===== config.mk =====
export PLATFORM = sky130hd
export DESIGN_NAME = accelbrot_mult_arbiter
export DESIGN_NICKNAME = d
export VERILOG_FILES = /design/src/rtl/accelbrot_mult_arbiter.sv
export SDC_FILE = /design/constraint.sdc
export NUM_CORES = 1
export LEC_CHECK = 0
export ABC_AREA = 1
export CAP_MARGIN = 20
export CORE_AREA = 2 2 242 244
export CTS_CLUSTER_SIZE = 40
export DETAILED_ROUTE_END_ITERATION = 8
export DIE_AREA = 0 0 244 246
export GPL_TIMING_DRIVEN = 0
export HOLD_SLACK_MARGIN = 0.02
export PLACE_DENSITY_LB_ADDON = 0.12
export SYNTH_ARGS = -nofsm -noshare
export SYNTH_HDL_FRONTEND = slang
export SYNTH_SLANG_ARGS = --single-unit

===== constraint.sdc =====
create_clock -name clk -period 2.55 [get_ports clk]
set_input_delay 0.3825 -clock clk [delete_from_list [all_inputs] [get_ports clk]]
set_output_delay 0.3825 -clock clk [all_outputs]
set_load 0.03 [all_outputs]

===== src/rtl/accelbrot_mult_arbiter.sv =====
// Round-robin arbiter sharing one pipelined WWIDTH x WWIDTH multiplier between NUM_REQ requesters.
// Per-requester grant counters are built only when ACCELBROT_MULT_ARB_STATS_EN is defined.
module accelbrot_mult_arbiter #(
  parameter int WWIDTH       = 34,
  parameter int NUM_REQ      = 4,
  parameter int MULT_LATENCY = 4
) (
  input  logic                      clk,
  input  logic                      rst,
  input  logic                      hold,
  input  logic [NUM_REQ-1:0]        req_valid,
  output logic [NUM_REQ-1:0]        req_ready,
  input  logic [NUM_REQ*WWIDTH-1:0] req_a,
  input  logic [NUM_REQ*WWIDTH-1:0] req_b,
  output logic [WWIDTH-1:0]         mult_a,
  output logic [WWIDTH-1:0]         mult_b,
  output logic                      mult_cea,
  output logic                      mult_ceb,
  input  logic [2*WWIDTH-1:0]       mult_q,
  output logic [NUM_REQ-1:0]        rsp_valid,
  output logic [2*WWIDTH-1:0]       rsp_q,
  output logic                      busy,
  output logic [NUM_REQ*32-1:0]     stat_grants
);

  localparam int              PW   = $clog2(NUM_REQ);
  localparam logic [PW:0]     NREQ = (PW+1)'(NUM_REQ);
  localparam logic [PW-1:0]   LAST = PW'(NUM_REQ - 1);
  localparam logic [NUM_REQ-1:0] ONE = NUM_REQ'(1);

  logic [PW-1:0]           rr_ptr;
  logic                    grant_vld;
  logic [PW-1:0]           grant_idx;
  logic [PW:0]             cand;
  logic [MULT_LATENCY-1:0] tag_vld;
  logic [PW-1:0]           tag_idx [MULT_LATENCY];

  // Scan requesters starting at rr_ptr, wrapping modulo NUM_REQ.
  always_comb begin
    grant_vld = 1'b0;
    grant_idx = '0;
    cand      = '0;
    for (int k = 0; k < NUM_REQ; k++) begin
      cand = {1'b0, rr_ptr} + (PW+1)'(k);
      if (cand >= NREQ) cand = cand - NREQ;
      if (!grant_vld && req_valid[cand[PW-1:0]]) begin
        grant_vld = 1'b1;
        grant_idx = cand[PW-1:0];
      end
    end
    if (hold || rst) begin
      grant_vld = 1'b0;
      grant_idx = '0;
    end
  end

  always_comb begin
    req_ready = '0;
    if (grant_vld) req_ready[grant_idx] = 1'b1;
  end

  assign mult_a   = grant_vld ? req_a[grant_idx*WWIDTH +: WWIDTH] : '0;
  assign mult_b   = grant_vld ? req_b[grant_idx*WWIDTH +: WWIDTH] : '0;
  assign mult_cea = grant_vld;
  assign mult_ceb = grant_vld;

  always_ff @(posedge clk or posedge rst) begin
    if (rst) begin
      rr_ptr <= '0;
    end else if (grant_vld) begin
      rr_ptr <= (grant_idx == LAST) ? '0 : grant_idx + 1'b1;
    end
  end

  // Tags shift unconditionally so they stay aligned with the non-stallable multiplier.
  always_ff @(posedge clk or posedge rst) begin
    if (rst) begin
      tag_vld <= '0;
      for (int i = 0; i < MULT_LATENCY; i++) tag_idx[i] <= '0;
    end else begin
      tag_vld[0] <= grant_vld;
      tag_idx[0] <= grant_idx;
      for (int i = 1; i < MULT_LATENCY; i++) begin
        tag_vld[i] <= tag_vld[i-1];
        tag_idx[i] <= tag_idx[i-1];
      end
    end
  end

  always_ff @(posedge clk or posedge rst) begin
    if (rst) begin
      rsp_valid <= '0;
      rsp_q     <= '0;
    end else if (tag_vld[MULT_LATENCY-1]) begin
      rsp_valid <= ONE << tag_idx[MULT_LATENCY-1];
      rsp_q     <= mult_q;
    end else begin
      rsp_valid <= '0;
    end
  end

  assign busy = (|tag_vld) || (|rsp_valid);

`ifdef ACCELBROT_MULT_ARB_STATS_EN
  logic [31:0] stat_cnt [NUM_REQ];

  always_ff @(posedge clk or posedge rst) begin
    if (rst) begin
      for (int i = 0; i < NUM_REQ; i++) stat_cnt[i] <= '0;
    end else begin
      for (int i = 0; i < NUM_REQ; i++) begin
        if (req_valid[i] && req_ready[i] && (stat_cnt[i] != 32'hFFFF_FFFF))
          stat_cnt[i] <= stat_cnt[i] + 32'd1;
      end
    end
  end

  always_comb begin
    stat_grants = '0;
    for (int i = 0; i < NUM_REQ; i++) stat_grants[i*32 +: 32] = stat_cnt[i];
  end
`else
  assign stat_grants = '0;
`endif

endmodule


==> results of run 1 <==
cells by family (layout without fill, tap and decap cells):
kind of cell             Yosys count  in the layout  synth area share [%]
AO/OA/AOI/OAI                      3              3                 0.201
buffers and inverters            293            821                  23.0
adder cells (fa/ha/maj)            4              4                 0.669
flip-flops                        86             86                  28.8
other                              1            134                0.0501
AND/OR/NAND/NOR                  883            884                  47.3
Yosys cell counts:
| library cell | number |
|---|---|
| buf_1 | 5 |
| conb_1 | 1 |
| nand3_2 | 1 |
| o21ai_0 | 2 |
| nor2_4 | 1 |
| ha_1 | 4 |
| nand2_1 | 515 |
| buf_6 | 10 |
| nor3_1 | 4 |
| inv_4 | 2 |
| buf_4 | 134 |
| dfrtp_1 | 86 |
| nor2_1 | 211 |
| nand3_1 | 144 |
| nand2_4 | 2 |
| nand2_2 | 3 |
| buf_2 | 27 |
| inv_1 | 83 |
| inv_2 | 5 |
| clkbuf_1 | 27 |
| nor4_1 | 2 |
| a21oi_1 | 1 |
routing by layer:
layer  vias to the layer above  track usage, %  routed length (um)
met4                        14            3.07                 507
met3                        39            5.47                4080
met2                       362            26.8               23800
met5                         -               0                  92
met1                      4423            16.3               17700
li1                       4900               -                   -
path summary, 6_finish.rpt:
kind | from | end | slack (ns)
worst max-delay path | rr_ptr[0]$_DFFE_PP0P_ | req_ready[3] | -0.37
worst min register to register | tag_idx[6]$_DFF_PP0_ | tag_idx[4]$_DFF_PP0_ | 0.35
worst max register to register | rr_ptr[0]$_DFFE_PP0P_ | rr_ptr[1]$_DFFE_PP0P_ | 0.27
max in group asynchronous | rst | rsp_q[67]$_DFFE_PP0P_ | 1.04
min in group asynchronous | rst | rr_ptr[0]$_DFFE_PP0P_ | 0.63
worst min-delay path | tag_idx[6]$_DFF_PP0_ | tag_idx[4]$_DFF_PP0_ | 0.35
worst max-delay path, delay by kind of cell (launching register included):
kind / cells / cell delay [ns]
adders and majority gates: 1 / 0.17
DFF: 1 / 0.40
buffers and inverters: 8 / 0.91
and+or+nand+nor: 8 / 0.70
power groups by stage:
stage               Clock, mW  Sequential, mW  Combinational [mW]
floorplan                   0            2.82                3.55
CTS                      1.45            2.06                8.27
global route             1.50            2.12                9.19
detailed placement          0            2.07                7.44
global placement            0            2.06                7.46
finish                   1.37            2.06                8.43
state kept, by name, indices dropped and copies added, names as in the netlist:
name and cells:
tag_idx 8, tag_vld 4, rsp_valid 4, rr_ptr 2, rsp_q 68
final cells by class:
type / instances / share of cell area, %
Antenna cell: 6 / 0.100
Buffer: 203 / 11.1
Clock buffer: 12 / 1.65
Clock inverter: 4 / 0.368
Inverter: 90 / 2.53
Multi-Input combinational cell: 1019 / 29.4
Sequential cell: 86 / 14.4
Tap cell: 765 / 6.39
Timing Repair Buffer: 511 / 34.0
Timing Repair inverter: 1 / 0.0585
what timing repair did:
item | 4_1_cts | 5_1_grt
pin swaps | 19 | 25
setup endpoints to repair | 76 | 75
setup buffers | 8 | 2
resized for setup | 576 | 111
cloned | 6 | 2
==> flow_metrics.tcl, run 1 <==
set metrics [dict create \
    holdWs_ns 0.345 \
    remaining_drc_errors 0 \
    switching_share_pct 49.9 \
    arrival_ns 2.54 \
    final_area_um2 15000 \
    failed_checks "setup timing" \
    min_path_type "reg2reg" \
    utilization_pct 26.1 \
    grt_setup_unrepaired "true" \
    layout_min_cycle_time_ns 2.92 \
    fmax_mhz 342 \
    drive_above_1_share_pct 20.1 \
    htreeDepth 3 \
    grt_pass1_wl_um 65400 \
    start_util_pct 13.0 \
    multiInputGateArea_um2 4410 \
    cts.path.max_buffers 2 \
    nets 2272 \
    syn_inst 1270 \
    antenna_found_initial 14 \
    postRouteAntennaNets 0 \
    synth-seq-cells 86 \
    final_cell_count_no_fill 2697 \
    reg2regPathDepth 16 \
    placed_cell_area_um2 13900 \
    final.setup.tns_ns -22.42 \
    cpPeakStageDelay_ns 0.40 \
    rows 88 \
    via_per_inst 3.61 \
    power_mw 11.9 \
    wl_per_cell_um 17.1 \
    yosysWarnings 0 \
    synth_area_leader_cell "dfrtp_1" \
    finalHoldViolations 0 \
    setup_violations 74 \
    min_path_cells 0 \
    core_um2 57400 \
    mostFrequentLayoutCells "488 x nand2_1, 418 x clkdlybuf4s50_1, 198 x buf_4" \
    syn-cell-area_um2 7480 \
    maxCapViolCount 0 \
    final-seq-area_um2 2150 \
    start_kind "flop" \
    end_kind "output port" \
    status "finished with violations" \
    fin_skew_ns 0.0181 \
    drt_iter0_markers 271 \
    yosysSeqAreaShare_pct 28.8 \
    hpwlAfterDp_um 37900 \
    clkPwrFrac_pct 11.6 \
    power_frac_seq_pct 17.3 \
    synth_top_area_share_pct 28.8 \
    critical_path_class "reg2out" \
    first_global_vias 9816 \
    syn_avg_cell_area_um2 5.89 \
    holdBufCountCts 0 \
    synth_area_leaders "dfrtp_1 29%, nand2_1 26%, buf_4 13%, nor2_1 11%, nand3_1 9.6%" \
    cts_buffers 9 \
    drv_slew 0 \
    place_inst 2657 \
    grt_overflow 0 \
    cts_tree "yes" \
    power_density_nw_per_um2 792 \
    final_common_cell "nand2_1" \
    portBuffers 493 \
    netSwitchingPower_mw 5.92 \
    ioPinCount 622 \
    p_comb_share_pct 71.1 \
    root_buffer "clkbuf_16" \
    power.leakage_nw 7.63 \
    grt_max_degree 36 \
    place_ws_ns -1.39 \
    worstPathRequired_ns 2.17 \
    setup_ws_ns -0.374 \
    drtPass1Iterations 4 \
    grt_usage_pct 14.7 \
    gp_congestion 0.866 \
    synth.distinct_cells 22 \
    dr_total_vias 9738 \
    die_h_um 246 \
    worst_pin_slew_ns 0.836 \
    nFillCells 6475 \
    fin_crit_sh_pct 115 \
    routed_wl_um 46200 \
    cts.sinks 86 \
    worstPathCellList "buf_6, inv_8, nand2_2, nand3_4, nand2_4, nor2_4, nand3_2, nand2_4, inv_8, nand2_8, buf_12, buf_12, clkinv_8, ha_2, inv_2, nor2_4, buf_6" \
    die_area_um2 60000 \
    slowest_stage "dfrtp_1" \
    p_int_mw 5.95 \
    ir_drop_v 0.000399 \
    clk_latency_ns 0.36 \
    die_w_um 244 \
    clk_pin_slew_ns 0.07 \
    slew_headroom_pct 44.1 \
    cp_max_fo 7 \
    syn2layout_area_growth_pct 100 \
]
Power figures use the tool's default switching activity.
==> run 2: changes to the inputs <==
--- a/config.mk
+++ b/config.mk
@@ -13,7 +13,7 @@
 export DIE_AREA = 0 0 244 246
 export GPL_TIMING_DRIVEN = 0
 export HOLD_SLACK_MARGIN = 0.02
-export PLACE_DENSITY_LB_ADDON = 0.12
+export PLACE_DENSITY = 0.43
 export SYNTH_ARGS = -nofsm -noshare
 export SYNTH_HDL_FRONTEND = slang
 export SYNTH_SLANG_ARGS = --single-unit
==> flow_metrics.tcl, run 2 (synthesis results as in run 1) <==
set metrics [dict create \
    slowest_stage "dfrtp_1" \
    cts_tree "yes" \
    met1_usage_pct 15.9 \
    worst_pin_slew_ns 0.619 \
    fin_crit_sh_pct 116 \
    drv_slew 0 \
    cpPeakStageDelay_ns 0.40 \
    failed_checks "setup timing" \
    use_met2_pct 25.9 \
    cts_buffers 9 \
    mostFrequentLayoutCells "494 x nand2_1, 418 x clkdlybuf4s50_1, 198 x buf_4" \
    cts.sinks 86 \
    cts.path.max_buffers 2 \
    reg2regPathDepth 16 \
    grt_setup_unrepaired "true" \
    clk_latency_ns 0.34 \
    worstPathCellList "buf_6, inv_8, nand2_2, nand3_2, nand2_2, nor2_4, nand3_2, nand2_4, inv_8, nand2_8, buf_12, buf_12, buf_16, nand2_1, nand3_1, nand2_1, nor2_1, buf_4" \
    hpwlAfterDp_um 37100 \
    drt_iter0_markers 306 \
    critical_path_class "reg2out" \
    ioPinCount 622 \
    cp_max_fo 10 \
    clk_pin_slew_ns 0.06 \
    min_path_type "reg2reg" \
    grt_usage_pct 14.2 \
    fmax_mhz 338 \
    drive_above_1_share_pct 21.1 \
    gp_congestion 0.915 \
    grt_pass1_wl_um 63400 \
    power.leakage_nw 7.73 \
    holdWs_ns 0.348 \
    path_delay_family "simple AND/OR/NAND/NOR gates" \
    grt_use_met3_pct 4.36 \
    holdBufCountCts 0 \
    utilization_pct 26.5 \
    reg.largest.list "rsp_q: 68 flops, tag_idx: 8 flops" \
    grt_overflow 0 \
    path_depth 18 \
    routed_wl_um 45100 \
    setup_violations 73 \
    grt_max_degree 38 \
    finalHoldViolations 0 \
    place_ws_ns -1.58 \
    ir_drop_v 0.000457 \
    start_util_pct 13.0 \
    maxCapViolCount 0 \
    path_buf_inv 7 \
    antenna_found_initial 11 \
    drtPass1Iterations 5 \
    remaining_drc_errors 0 \
    end_kind "output port" \
    final.setup.tns_ns -24.47 \
    arrival_ns 2.57 \
    die_area_um2 60000 \
    min_path_cells 0 \
    largest_register_ffs 68 \
    setup_ws_ns -0.405 \
    worstPathRequired_ns 2.17 \
    start_kind "flop" \
    r2r_slack_ns 0.21 \
    regMostFlops "rsp_q" \
    nets 2279 \
    die_h_um 246 \
    critPathLaunch "rr_ptr[0]$_DFFE_PP0P_" \
    fin_skew_ns 0.00938 \
    hold_start "tag_idx[7]$_DFF_PP0_" \
    core_um2 57400 \
    postRouteAntennaNets 0 \
    timing.rr.start "rr_ptr[0]$_DFFE_PP0P_" \
    rows 88 \
    final_common_cell "nand2_1" \
    syn2layout_area_growth_pct 103 \
    layout_min_cycle_time_ns 2.96 \
    slew_headroom_pct 58.6 \
    grt_busiest_layer "met2" \
    portBuffers 493 \
    via_per_inst 3.62 \
    power_density_nw_per_um2 807 \
    wl_per_cell_um 16.7 \
    first_global_vias 9839 \
    power_mw 12.3 \
    dr_total_vias 9767 \
    die_w_um 244 \
    status "finished with violations" \
    htreeDepth 3 \
    root_buffer "clkbuf_16" \
]
## run 2: cell count changes in the layout (fill, tap and decap cells not counted), sizes merged
cell / previous run / this run
clkdlybuf4s15: 1 / 0
clkinv: 2 / 0
diode: 6 / 2
bufinv: 1 / 3
inv: 90 / 92
dlygate4sd2: 0 / 1
clkbuf: 43 / 42
buf: 263 / 270
dlymetal6s2s: 1 / 0
## run 2: repair_timing
item	in CTS	in global routing
resized for setup	592	95
pin swaps	21	14
setup buffers	15	1
setup endpoints to repair	76	75
cloned	5	5
## run 2: final timing paths
kind	end
max in group asynchronous	rsp_q[27]$_DFFE_PP0P_
worst max register to register	rr_ptr[1]$_DFFE_PP0P_
worst min register to register	tag_idx[5]$_DFF_PP0_
worst max-delay path	mult_a[0]
worst min-delay path	tag_idx[5]$_DFF_PP0_
min in group asynchronous	rsp_q[0]$_DFFE_PP0P_
## run 2: where the power goes
part           switching [mW]  internal (mW)
Sequential              0.268           1.81
Combinational            5.15           3.50
Clock                   0.570          0.974
Total                    5.99           6.28
## run 2: cell type report
cell class              instances  area (um^2)
flip-flops and latches         86         2150
multi-input cells            1019         4440
repair buffers                520         5250
well taps                     765          957
plain buffers                 202         1680
diodes                          2         5.00
clock inverters                 7          129
fillers                      6464        42200
inverters                      90          372
clock buffers                   9          225
## run 2: routing by layer
layer | vias to the layer above | wire length [um]
li1 | 4912 | -
met2 | 411 | 22900
met4 | 14 | 934
met1 | 4378 | 17200
met5 | - | 101
met3 | 52 | 3990
## run 2: through the flow
| step | cells | instance area, um^2 |
|---|---|---|
| after floorplan | 1397 | 7960 |
| after global placement | 2655 | 13900 |
| after detailed placement | 2657 | 13900 |
| after CTS | 2692 | 14800 |
| after global routing | 2699 | 15200 |
| final | 2700 | 15200 |
